`src/rtl/seg7_scan_mux.sv`:
```
// Three-digit multiplexed 7-segment driver with a frame-stable shadow value,
// inter-digit blanking gap and optional leading-zero suppression.
module seg7_scan_mux #(
    parameter int REFRESH_DIV    = 16384,
    parameter int BLANK_CYCLES   = 64,
    parameter int SEG_ACTIVE_LOW = 0,
    parameter int SEL_ACTIVE_LOW = 0
) (
    input  logic        clk,
    input  logic        rst,
    input  logic [11:0] digits_in,
    input  logic        load,
    input  logic        lz_en,
    output logic [2:0]  transistor,
    output logic [6:0]  d7sp,
    output logic        frame_start
);

    localparam int CNT_MAX = (REFRESH_DIV > BLANK_CYCLES) ? REFRESH_DIV : BLANK_CYCLES;
    localparam int CW      = $clog2(CNT_MAX);

    localparam logic [CW-1:0] SHOW_LAST  = CW'(REFRESH_DIV - 1);
    localparam logic [CW-1:0] BLANK_LAST = CW'(BLANK_CYCLES - 1);

    localparam logic [0:0] ST_SHOW  = 1'b0;
    localparam logic [0:0] ST_BLANK = 1'b1;

    // Pin polarity masks; internal logic is always active-high.
    localparam logic [6:0] SEG_XOR = (SEG_ACTIVE_LOW != 0) ? 7'h7f : 7'h00;
    localparam logic [2:0] SEL_XOR = (SEL_ACTIVE_LOW != 0) ? 3'h7 : 3'h0;

    logic [0:0]    state_r,   state_s;
    logic [1:0]    idx_r,     idx_s;
    logic [CW-1:0] cnt_r,     cnt_s;
    logic [11:0]   shadow_r,  shadow_s;
    logic [11:0]   staging_r, staging_s;
    logic          pending_r, pending_s;
    logic          frame_edge_s;
    logic [3:0]    digit_s;
    logic          blank_s;
    logic [6:0]    seg_s;
    logic [2:0]    sel_s;
    logic [6:0]    seg_r;
    logic [2:0]    sel_r;
    logic          fs_r;

    function automatic logic [6:0] seg_decode(input logic [3:0] val);
        logic [6:0] seg;
        case (val)
            4'd0:    seg = 7'b0111111;
            4'd1:    seg = 7'b0000110;
            4'd2:    seg = 7'b1011011;
            4'd3:    seg = 7'b1001111;
            4'd4:    seg = 7'b1100110;
            4'd5:    seg = 7'b1101101;
            4'd6:    seg = 7'b1111101;
            4'd7:    seg = 7'b0000111;
            4'd8:    seg = 7'b1111111;
            4'd9:    seg = 7'b1101111;
            default: seg = 7'b1000000;
        endcase
        return seg;
    endfunction

    // Next-state, load/shadow handoff and next output values.
    always_comb begin
        state_s      = state_r;
        idx_s        = idx_r;
        cnt_s        = cnt_r + {{(CW-1){1'b0}}, 1'b1};
        shadow_s     = shadow_r;
        staging_s    = staging_r;
        pending_s    = pending_r;
        frame_edge_s = 1'b0;

        if (load) begin
            staging_s = digits_in;
            pending_s = 1'b1;
        end else begin
            staging_s = staging_r;
        end

        case (state_r)
            ST_SHOW: begin
                if (cnt_r == SHOW_LAST) begin
                    state_s = ST_BLANK;
                    cnt_s   = '0;
                end else begin
                    state_s = ST_SHOW;
                end
            end
            ST_BLANK: begin
                if (cnt_r == BLANK_LAST) begin
                    state_s      = ST_SHOW;
                    cnt_s        = '0;
                    idx_s        = (idx_r == 2'd2) ? 2'd0 : idx_r + 2'd1;
                    frame_edge_s = (idx_r == 2'd2);
                end else begin
                    state_s = ST_BLANK;
                end
            end
            default: begin
                state_s = ST_BLANK;
                cnt_s   = '0;
                idx_s   = 2'd2;
            end
        endcase

        // Shadow only changes at the frame boundary so a frame never tears.
        if (frame_edge_s && (load || pending_r)) begin
            shadow_s  = load ? digits_in : staging_r;
            pending_s = 1'b0;
        end else begin
            shadow_s = shadow_r;
        end

        case (idx_s)
            2'd0:    digit_s = shadow_s[3:0];
            2'd1:    digit_s = shadow_s[7:4];
            2'd2:    digit_s = shadow_s[11:8];
            default: digit_s = 4'd0;
        endcase

        blank_s = lz_en && (((idx_s == 2'd2) && (shadow_s[11:8] == 4'd0)) ||
                            ((idx_s == 2'd1) && (shadow_s[11:4] == 8'd0)));

        if (state_s == ST_SHOW) begin
            sel_s = 3'b001 << idx_s;
            seg_s = blank_s ? 7'b0000000 : seg_decode(digit_s);
        end else begin
            sel_s = 3'b000;
            seg_s = 7'b0000000;
        end
    end

    // State, data and output registers.
    always_ff @(posedge clk) begin
        if (rst) begin
            state_r   <= ST_BLANK;
            idx_r     <= 2'd2;
            cnt_r     <= '0;
            shadow_r  <= 12'h000;
            staging_r <= 12'h000;
            pending_r <= 1'b0;
            sel_r     <= SEL_XOR;
            seg_r     <= SEG_XOR;
            fs_r      <= 1'b0;
        end else begin
            state_r   <= state_s;
            idx_r     <= idx_s;
            cnt_r     <= cnt_s;
            shadow_r  <= shadow_s;
            staging_r <= staging_s;
            pending_r <= pending_s;
            sel_r     <= sel_s ^ SEL_XOR;
            seg_r     <= seg_s ^ SEG_XOR;
            fs_r      <= frame_edge_s;
        end
    end

    assign transistor  = sel_r;
    assign d7sp        = seg_r;
    assign frame_start = fs_r;

endmodule

```
`config.mk`:
```
export PLATFORM = sky130hd
export DESIGN_NAME = seg7_scan_mux
export DESIGN_NICKNAME = d
export VERILOG_FILES = /design/src/rtl/seg7_scan_mux.sv
export SDC_FILE = /design/constraint.sdc
export NUM_CORES = 1
export LEC_CHECK = 0
export ABC_AREA = 0
export CORE_AREA = 5 5 67 93
export CTS_CLUSTER_DIAMETER = 100
export DETAILED_ROUTE_END_ITERATION = 6
export DIE_AREA = 0 0 72 98
export GPL_TIMING_DRIVEN = 0
export PLACE_DENSITY = 0.77
export SLEW_MARGIN = 20
export SYNTH_ARGS = -nofsm -noshare
export SYNTH_HDL_FRONTEND = slang
export SYNTH_SLANG_ARGS = --single-unit
export TNS_END_PERCENT = 50
```
`constraint.sdc`:
```
create_clock -name clk -period 6.7 [get_ports clk]
set_input_delay 0.67 -clock clk [delete_from_list [all_inputs] [get_ports clk]]
set_output_delay 0.67 -clock clk [all_outputs]
set_load 0.05 [all_outputs]
```
== Word-level counts from Yosys, hierarchy flattened ==
Memories as Yosys holds them, arrays and structs flattened. A register that Yosys moved wholly into a read port is not among the register bits.
Index checks and enable logic that the tools add are counted.
Storage, ports and cells
  bits in registers: 46
  bits in read-only memories: 112
  input port bits: 16
  output and inout bits: 11
  word-level logic and storage cells: 44
  memories kept: 1
Operators by class
  $add $sub $neg: 2
  eq/ne operators: 5
  shift operators: 1
  mux-type cells: 14
  bitwise gates (word level): 1
  reduce and logical (&&, ||, !) cells: 12
Memory list
  (name not given): depth 16, bits a word 7, rd ports 1, clocked after memory_dff 1, write ports 0, RTL line 49  | case (val)
Operators with widths (count)
  14-bit 2-to-1 mux: 2
  14-bit one-hot mux with 2 select lines: 1
  12-bit 2-to-1 mux: 2
  14-bit by 1-bit adder with 14-bit output, second input constant: 1
  14-bit equality test, second input constant: 1
  14-bit by 6-bit equality test with 1-bit output, second input constant: 1
  4-bit one-hot mux with 3 select lines: 1
  8-bit zero test: 1
  2-bit 2-to-1 mux: 3
  2-bit equality test, second input constant: 2
  1-bit logical AND: 4
  4-bit zero test: 1
  1-bit 2-to-1 mux: 4
  2-bit OR reduction: 2
  3-bit OR reduction: 1
  1-bit by 2-bit << shifter with 3-bit output, first input constant: 1
  2-bit by 1-bit adder with 2-bit output, second input constant: 1
  2-bit by 1-bit equality test with 1-bit output, second input constant: 1
  2-bit zero test: 1
  1-bit logical OR: 2
  1-bit one-hot mux with 2 select lines: 1
  1-bit NOT: 1

== Longest topological paths before layout ==
Gate-level depths: netlist (run 1).
  word-level depth: 10
  depth in mapped cells: 13
  mapped depth without buffers: 11

== Least setup slack after synthesis (run 1) ==
Ideal clock, no wire load.
  path kind: input -> register
  from: input port load
  to: register seg_r[5], in the netlist d7sp[5]
  library setup time: 0.119 ns
  arrival: 2.789 ns
  data required time: 6.581 ns
  setup slack: 3.792 ns
  stages on the path: 11
  buffers on the path: 1
  cells stage by stage: clkbuf_1 nor2_1 nor2_1 a21oi_1 mux4_2 a21oi_2 inv_2 ha_1 and2_1 o21ai_1 a21oi_1
Between the ends
  longest elaborated chain between the ends: 8
  elaborated cells between the ends (all ways): 12
  classes of those cells: 3 x mux; 9 x reduce/logical
RTL lines
  from (decl): RTL line 12  | input logic load,
  1-bit logical OR: RTL line 109  | if (frame_edge_s && (load || pending_r)) begin
  1-bit logical AND: RTL line 109
  12-bit 2-to-1 mux *: RTL line 109
  8-bit zero test or 4-bit zero test (tied branches): RTL line 124, 123
  1-bit logical AND (on tied branches): RTL line 124, 123
  1-bit logical OR: RTL line 123  | blank_s = lz_en && (((idx_s == 2'd2) && (shadow_s[11:8] == 4'd0)) ||
  1-bit logical AND: RTL line 123
  3-bit OR reduction (no source line)
  to (decl): RTL line 43  | logic [6:0] seg_r;
Mark *: on every way between the ends. The rest lies on a longest branch, timed or not.
A chain may end at the register's enable or synchronous reset.

== Worst setup path after layout (run 1) ==
Ends and elaborated chain as after synthesis.

==> flow_summary.yaml, run 1 <==
status:
  outcome: "completed"
worst_setup_path:
  arrival_ns: 3.20
  setup.worst_path.end_class: "register"
  worstPathMaxFanout: 9
  timing.critical_path.required_ns: 6.90
  critPathKind: "in -> reg"
  critical_path.startpoint_type: "primary input"
placement:
  portBuffers: 25
  place.detailed.hpwl_mm: 4.029
  place.gp.congestion: 0.9079
  post-place-ws_ns: 3.400
  place.detailed.instances: 384
floorplanning:
  floorplan.die_area_sq_um: 7056
  core.rowCount: 32
  y_dimension_of_the_die_um: 98
  starting_utilization_of_the_core_area: 0.4748
  ioPinCount: 27
  core_sq_um: 5365
  die_x_um: 72
global_routing:
  grt_overflow: 0
  number_of_global_route_vias_before_repair: 2123
  maximum_number_of_pins_on_one_net_before_global_route_repair: 19
  grt_pass1_wl_mm: 9.466
  antenna_found_initial: 0
  grt_util_all_layers: 0.1656
clocking:
  insertion_delay_ns: 0.31
  cts_root_buffer: "clkbuf_8"
  path_clk_slew_ns: 0.10
  clock_sinks: 53
  hold_buffers: 0
  tritoncts_clock_tree: "built"
  cts.path.max_buffers: 2
  number_of_h_tree_branching_levels: 2
  cts_made_buffers: 5
  cts.repair_timing.setup_buffer_count: 0
  post_cts_resized: 0
drt:
  avgViaCountPerCell: 5.390
  number_of_iterations_in_the_first_detailed_routing_pass: 4
  wirelength_mm: 5.364
  detailroute.via_count: 2113
  avgRoutedWirePerCell_um: 13.68
  ant_nets: 0
  drt_drc_violations_left: 0
  drt-initial-drc-count: 151
synth:
  yosys.cell_types.count: 55
  synth.most_common_cell: "nor2_1"
  syn-mean-instance-area_sq_um: 8.754
  synth_top_cell_by_area: "dfxtp_1"
  synth.area.top_cells: "dfxtp_1, nor2_1, a21oi_1, mux2i_1, ha_1"
  synth_seq_area_share: 0.4165
  proportion_of_synthesized_flip_flops_having_asynchronous_set_or_reset: 0
  mappedNetlistNets: 314
  number_of_synthesized_flops_with_an_enable_pin: 0
  synth_largest_type_area_fraction: 0.4165
  number_of_storage_elements_in_the_synthesis_netlist: 53
  yosys_most_used_dff: "dfxtp_1"
  synth_common_cells: "nor2_1, dfxtp_1, a21oi_1, nand2_1, nand3_1"
  syn_inst: 291
  yosysWarnings: 0
  netlist_area_sq_um: 2547
sta:
  setup-tns-final_ns: 0
  grt_setup_unrepaired: "false"
  timing_hold_violations_final: 0
  maxSlewHeadroom: 0.6042
  slew_viol_final: 0
  slew_at_the_pin_with_the_worst_max_slew_slack_ns: 0.5915
  highest_attainable_clock_frequency_ghz: 0.3336
  setup_viol: 0
  final_critical_path_required_period_ns: 2.998
  min_period_over_period: 0.4474
  finalClockSkew_ns: 0.007477
  postLayoutSetupSlackWorst_ns: 3.702
hold_path:
  hold_path.class: "reg -> reg"
power_and_ir_drop:
  power.density_cell_area_nw_per_um2: 182.5
  power_leakage_nw: 1.144
  vdd_drop_max_uv: 115.5
final_layout:
  fillCellCount: 502
  layoutNonFillerInstCount: 392
  syn2layout_area_growth_pct: 16.85
  nNetsFinal: 346
  post_route_cells_drive_above_1_share: 0.1049
  antenna_diodes: 0
flow_run:
  drv.max_cap_violation_count: 0
path summary, 6_finish.rpt:
check,startpoint,to,slack (ns),cells past startpoint
max,load,d7sp[5],3.70,11
max reg2reg,cnt_r[10],d7sp[5],3.70,12
min,shadow_r[4],shadow_r[4],0.49,2
min reg2reg,shadow_r[4],shadow_r[4],0.49,2
metrics by stage:
| stage | total power, mW | cell area (sq um) | utilization | hold slack, ns |
|---|---|---|---|---|
| 4_1_cts | 0.5497 | 2977 | 0.5548 | 0.4891 |
| 3_3_place_gp | 0.3659 | 2883 | 0.5373 | 0.4412 |
| 5_1_grt | 0.5677 | 2977 | 0.5548 | 0.5280 |
| 2_1_floorplan | 0.3519 | 2547 | - | 0.4297 |
| 3_5_place_dp | 0.3672 | 2883 | 0.5373 | 0.4745 |
| 6_report | 0.5433 | 2977 | 0.5548 | 0.4887 |
power breakdown:
part | internal (mW) | leakage, nW | switching (mW) | total, mW
clock | 0.0756 | 0.0447 | 0.108 | 0.184
sequential | 0.321 | 0.430 | 0.00283 | 0.324
combinational | 0.0168 | 0.669 | 0.0188 | 0.0356
registers in the layout, indices dropped and copies added (netlist names):
signal,count
cnt_r,14
d7sp,7
frame_start,1
idx_r,2
pending_r,1
shadow_r,12
staging_r,12
state_r,1
transistor,3
area by class of cell:
type / instances / area, sq um / share of cell area
timing repair buffer: 25 / 250.2 / 0.08407
buffer: 15 / 73.82 / 0.02480
clock buffer: 5 / 68.82 / 0.02312
inverter: 7 / 26.28 / 0.008827
sequential: 53 / 1061 / 0.3565
multi-input combinational: 216 / 1386 / 0.4657
clock inverter: 3 / 25.02 / 0.008407
tap: 68 / 85.08 / 0.02858
metal layers:
| metal | vias up | global-route usage | share of wire |
|---|---|---|---|
| li1 | 1065 | - | - |
| met1 | 1000 | 0.1896 | 0.40 |
| met2 | 40 | 0.2996 | 0.53 |
| met3 | 8 | 0.02987 | 0.038 |
| met5 | - | 0 | 0 |
| met4 | 0 | 0.06078 | 0.024 |
cell usage in the layout, fill, tap and decap left out, drive strengths merged, types with 7 or more instances in the layout:
cell type      instances
a21oi                 29
clkbuf                15
clkdlybuf4s50         25
dfxtp                 53
ha                     7
inv                    7
mux2i                 13
nand2                 21
nand3                 14
nor2                  59
o21ai                  9
xnor2                  8
critical path: stages:
cell and delay (ns):
clkbuf_1 0.28, nor2_1 0.18, nor2_1 0.51, a21oi_1 0.16, mux4_2 0.51, a21oi_2 0.26, inv_2 0.10, ha_1 0.20
and2_1 0.14, o21ai_1 0.11, a21oi_1 0.07
cell families after synthesis:
family          synth area share
flops                     0.4165
mux                      0.06876
fa+ha+maj                0.03880
buf+inv                  0.03929
simple gates              0.2387
compound gates            0.1567
xor+xnor                 0.04126
Power figures use the tool's default switching activity.
==> inputs of run 2 (changes only) <==
PLACE_DENSITY = 0.8   (was 0.77)
clock period = 2.5 ns   (was 6.7 ns; I/O delays follow)
==> flow_summary.yaml, run 2 (synthesis results as in run 1) <==
power_and_ir_drop:
  p_sw_mw: 0.3315
  power.density_cell_area_nw_per_um2: 492.9
  power_mw: 1.564
  power_leakage_nw: 1.238
  switching_share: 0.2119
  vdd_drop_max_uv: 274.6
  comb_power_share: 0.062
  pwr-share-clk: 0.384
  internal_power_mw: 1.233
  power.share.sequential: 0.555
worst_setup_path:
  timing.critical_path.slowest_stage_cell: "or4_4"
  crit_path_cell_trace: "or4_4 -> or4_4 -> buf_8 -> a311oi_2 -> a21oi_4 -> buf_4 -> ha_4 -> nor2_1 -> o21ai_1 -> a21oi_1"
  worstPathMaxFanout: 5
  timing.critical_path.required_ns: 2.69
  r2r.worst_path.cells: 10
  r2r_end: "d7sp[3]"
  worstSetupStartpoint: "cnt_r[11]"
  crit_cells: 10
  worstPathBufferInverterCount: 2
  arrival_ns: 2.99
  critical_path.startpoint_type: "register"
  critical_path.most_common_cell: "or4_4"
  setup.worst_path.end_class: "register"
  critPathKind: "reg -> reg"
  cp_top_family: "simple AND/OR/NAND/NOR gates"
  timing.reg2reg.setup_slack_ns: -0.30
  cp-endpoint: "d7sp[3]"
  biggest_cell_delay_along_the_critical_path_ns: 0.57
  source_of_the_worst_register_to_register_timing_path: "cnt_r[11]"
drt:
  number_of_iterations_in_the_first_detailed_routing_pass: 4
  avgViaCountPerCell: 5.379
  wirelength_mm: 5.748
  avgRoutedWirePerCell_um: 14.16
  ant_nets: 0
  drt_drc_violations_left: 0
  detailroute.via_count: 2184
  drt-initial-drc-count: 211
sta:
  min_period_over_period: 1.119
  grt_setup_unrepaired: "true"
  maxSlewHeadroom: 0.6475
  timing.hold.ws_ns: 0.4675
  slew_at_the_pin_with_the_worst_max_slew_slack_ns: 0.5271
  slew_viol_final: 0
  setup_viol: 7
  postLayoutSetupSlackWorst_ns: -0.2968
  final_critical_path_required_period_ns: 2.797
  highest_attainable_clock_frequency_ghz: 0.3576
  finalClockSkew_ns: 0.007756
  timing_hold_violations_final: 0
  setup-tns-final_ns: -1.659
final_layout:
  nNetsFinal: 360
  fillCellCount: 477
  antenna_diodes: 0
  layoutNonFillerInstCount: 406
  mostFrequentLayoutCells: "nor2_1, dfxtp_1, a21oi_1, clkdlybuf4s50_1, nand2_1"
  top_register_by_number_of_flip_flops: "cnt_r"
  registers_with_the_most_flip_flops: "cnt_r: 14 flops, shadow_r: 12 flops, staging_r: 12 flops"
  mostFrequentLayoutCell: "nor2_1"
  post-route-cell-area_sq_um: 3173
  syn2layout_area_growth_pct: 24.56
  largest_register_ff_count: 14
  finish.utilization: 0.5914
  post_route_cells_drive_above_1_share: 0.1923
floorplanning:
  ioPinCount: 27
  die_x_um: 72
  floorplan.die_area_sq_um: 7056
  core.rowCount: 32
  core_sq_um: 5365
  starting_utilization_of_the_core_area: 0.4748
  y_dimension_of_the_die_um: 98
placement:
  post_placement_cell_area_sq_um: 2889
  place.detailed.hpwl_mm: 3.993
  place.detailed.instances: 384
  post-place-ws_ns: -0.4577
  place.gp.congestion: 0.9209
  portBuffers: 25
clocking:
  tritoncts_clock_tree: "built"
  hold_buffers: 0
  cts.path.max_buffers: 2
  clock_sinks: 53
  insertion_delay_ns: 0.30
  cts_made_buffers: 5
  path_clk_slew_ns: 0.09
  number_of_h_tree_branching_levels: 2
  cts_root_buffer: "clkbuf_8"
status:
  outcome: "finished, violations left"
  violations: "setup timing"
global_routing:
  grt_overflow: 0
  grt_util_all_layers: 0.1638
  grt_pass1_wl_mm: 9.404
  number_of_global_route_vias_before_repair: 2108
  maximum_number_of_pins_on_one_net_before_global_route_repair: 16
  antenna_found_initial: 0
hold_path:
  hold_path.class: "reg -> reg"
flow_run:
  drv.max_cap_violation_count: 0
-- run 2: repair_timing --
item                                    4_1_cts  5_1_grt
gates resized for setup                      13        8
buffers inserted                             13        2
pin swaps                                    16       11
endpoints found under the setup margin       17       19
-- run 2: routing by layer --
metal  vias to the layer above  wire (um)  global-route usage
li1                       1095          -                   -
met1                      1018       2280              0.1860
met2                        60       3076              0.2939
met3                        11        272             0.02884
met4                         0        120             0.06946
met5                         -          0                   0
-- run 2: area by class of cell --
class / count / area (sq um) / area share
multi-input combinational: 216 / 1436 / 0.4527
sequential: 53 / 1070 / 0.3371
timing repair buffer: 40 / 370.4 / 0.1167
clock buffer: 7 / 86.33 / 0.02721
tap: 68 / 85.08 / 0.02681
buffer: 14 / 68.82 / 0.02169
clock inverter: 1 / 30.03 / 0.009464
inverter: 7 / 26.28 / 0.008281
-- run 2: how the worst min path moves through the flow --
stage	startpoint	end	slack [ns]	cells after the start
floorplan	digits_in[5]	staging_r[5]	0.42	2
global placement	cnt_r[0]	cnt_r[0]	0.44	1
detailed placement	cnt_r[0]	cnt_r[0]	0.45	1
CTS	cnt_r[0]	cnt_r[0]	0.47	1
global route	cnt_r[0]	cnt_r[0]	0.51	1
finish	cnt_r[0]	cnt_r[0]	0.47	1
-- run 2: power groups by stage --
stage / clock network [mW] / logic (mW) / registers (mW)
global placement: 0 / 0.0936 / 0.886
detailed placement: 0 / 0.0953 / 0.887
CTS: 0.603 / 0.0960 / 0.867
finish: 0.600 / 0.0963 / 0.867
global route: 0.636 / 0.107 / 0.869
floorplan: 0 / 0.0576 / 0.886
==> inputs of run 3 (changes only) <==
CAP_MARGIN = 20   (was unset)
==> results of run 3 <==
Same layout as run 2: the final DEF is identical, and so are final timing and power.
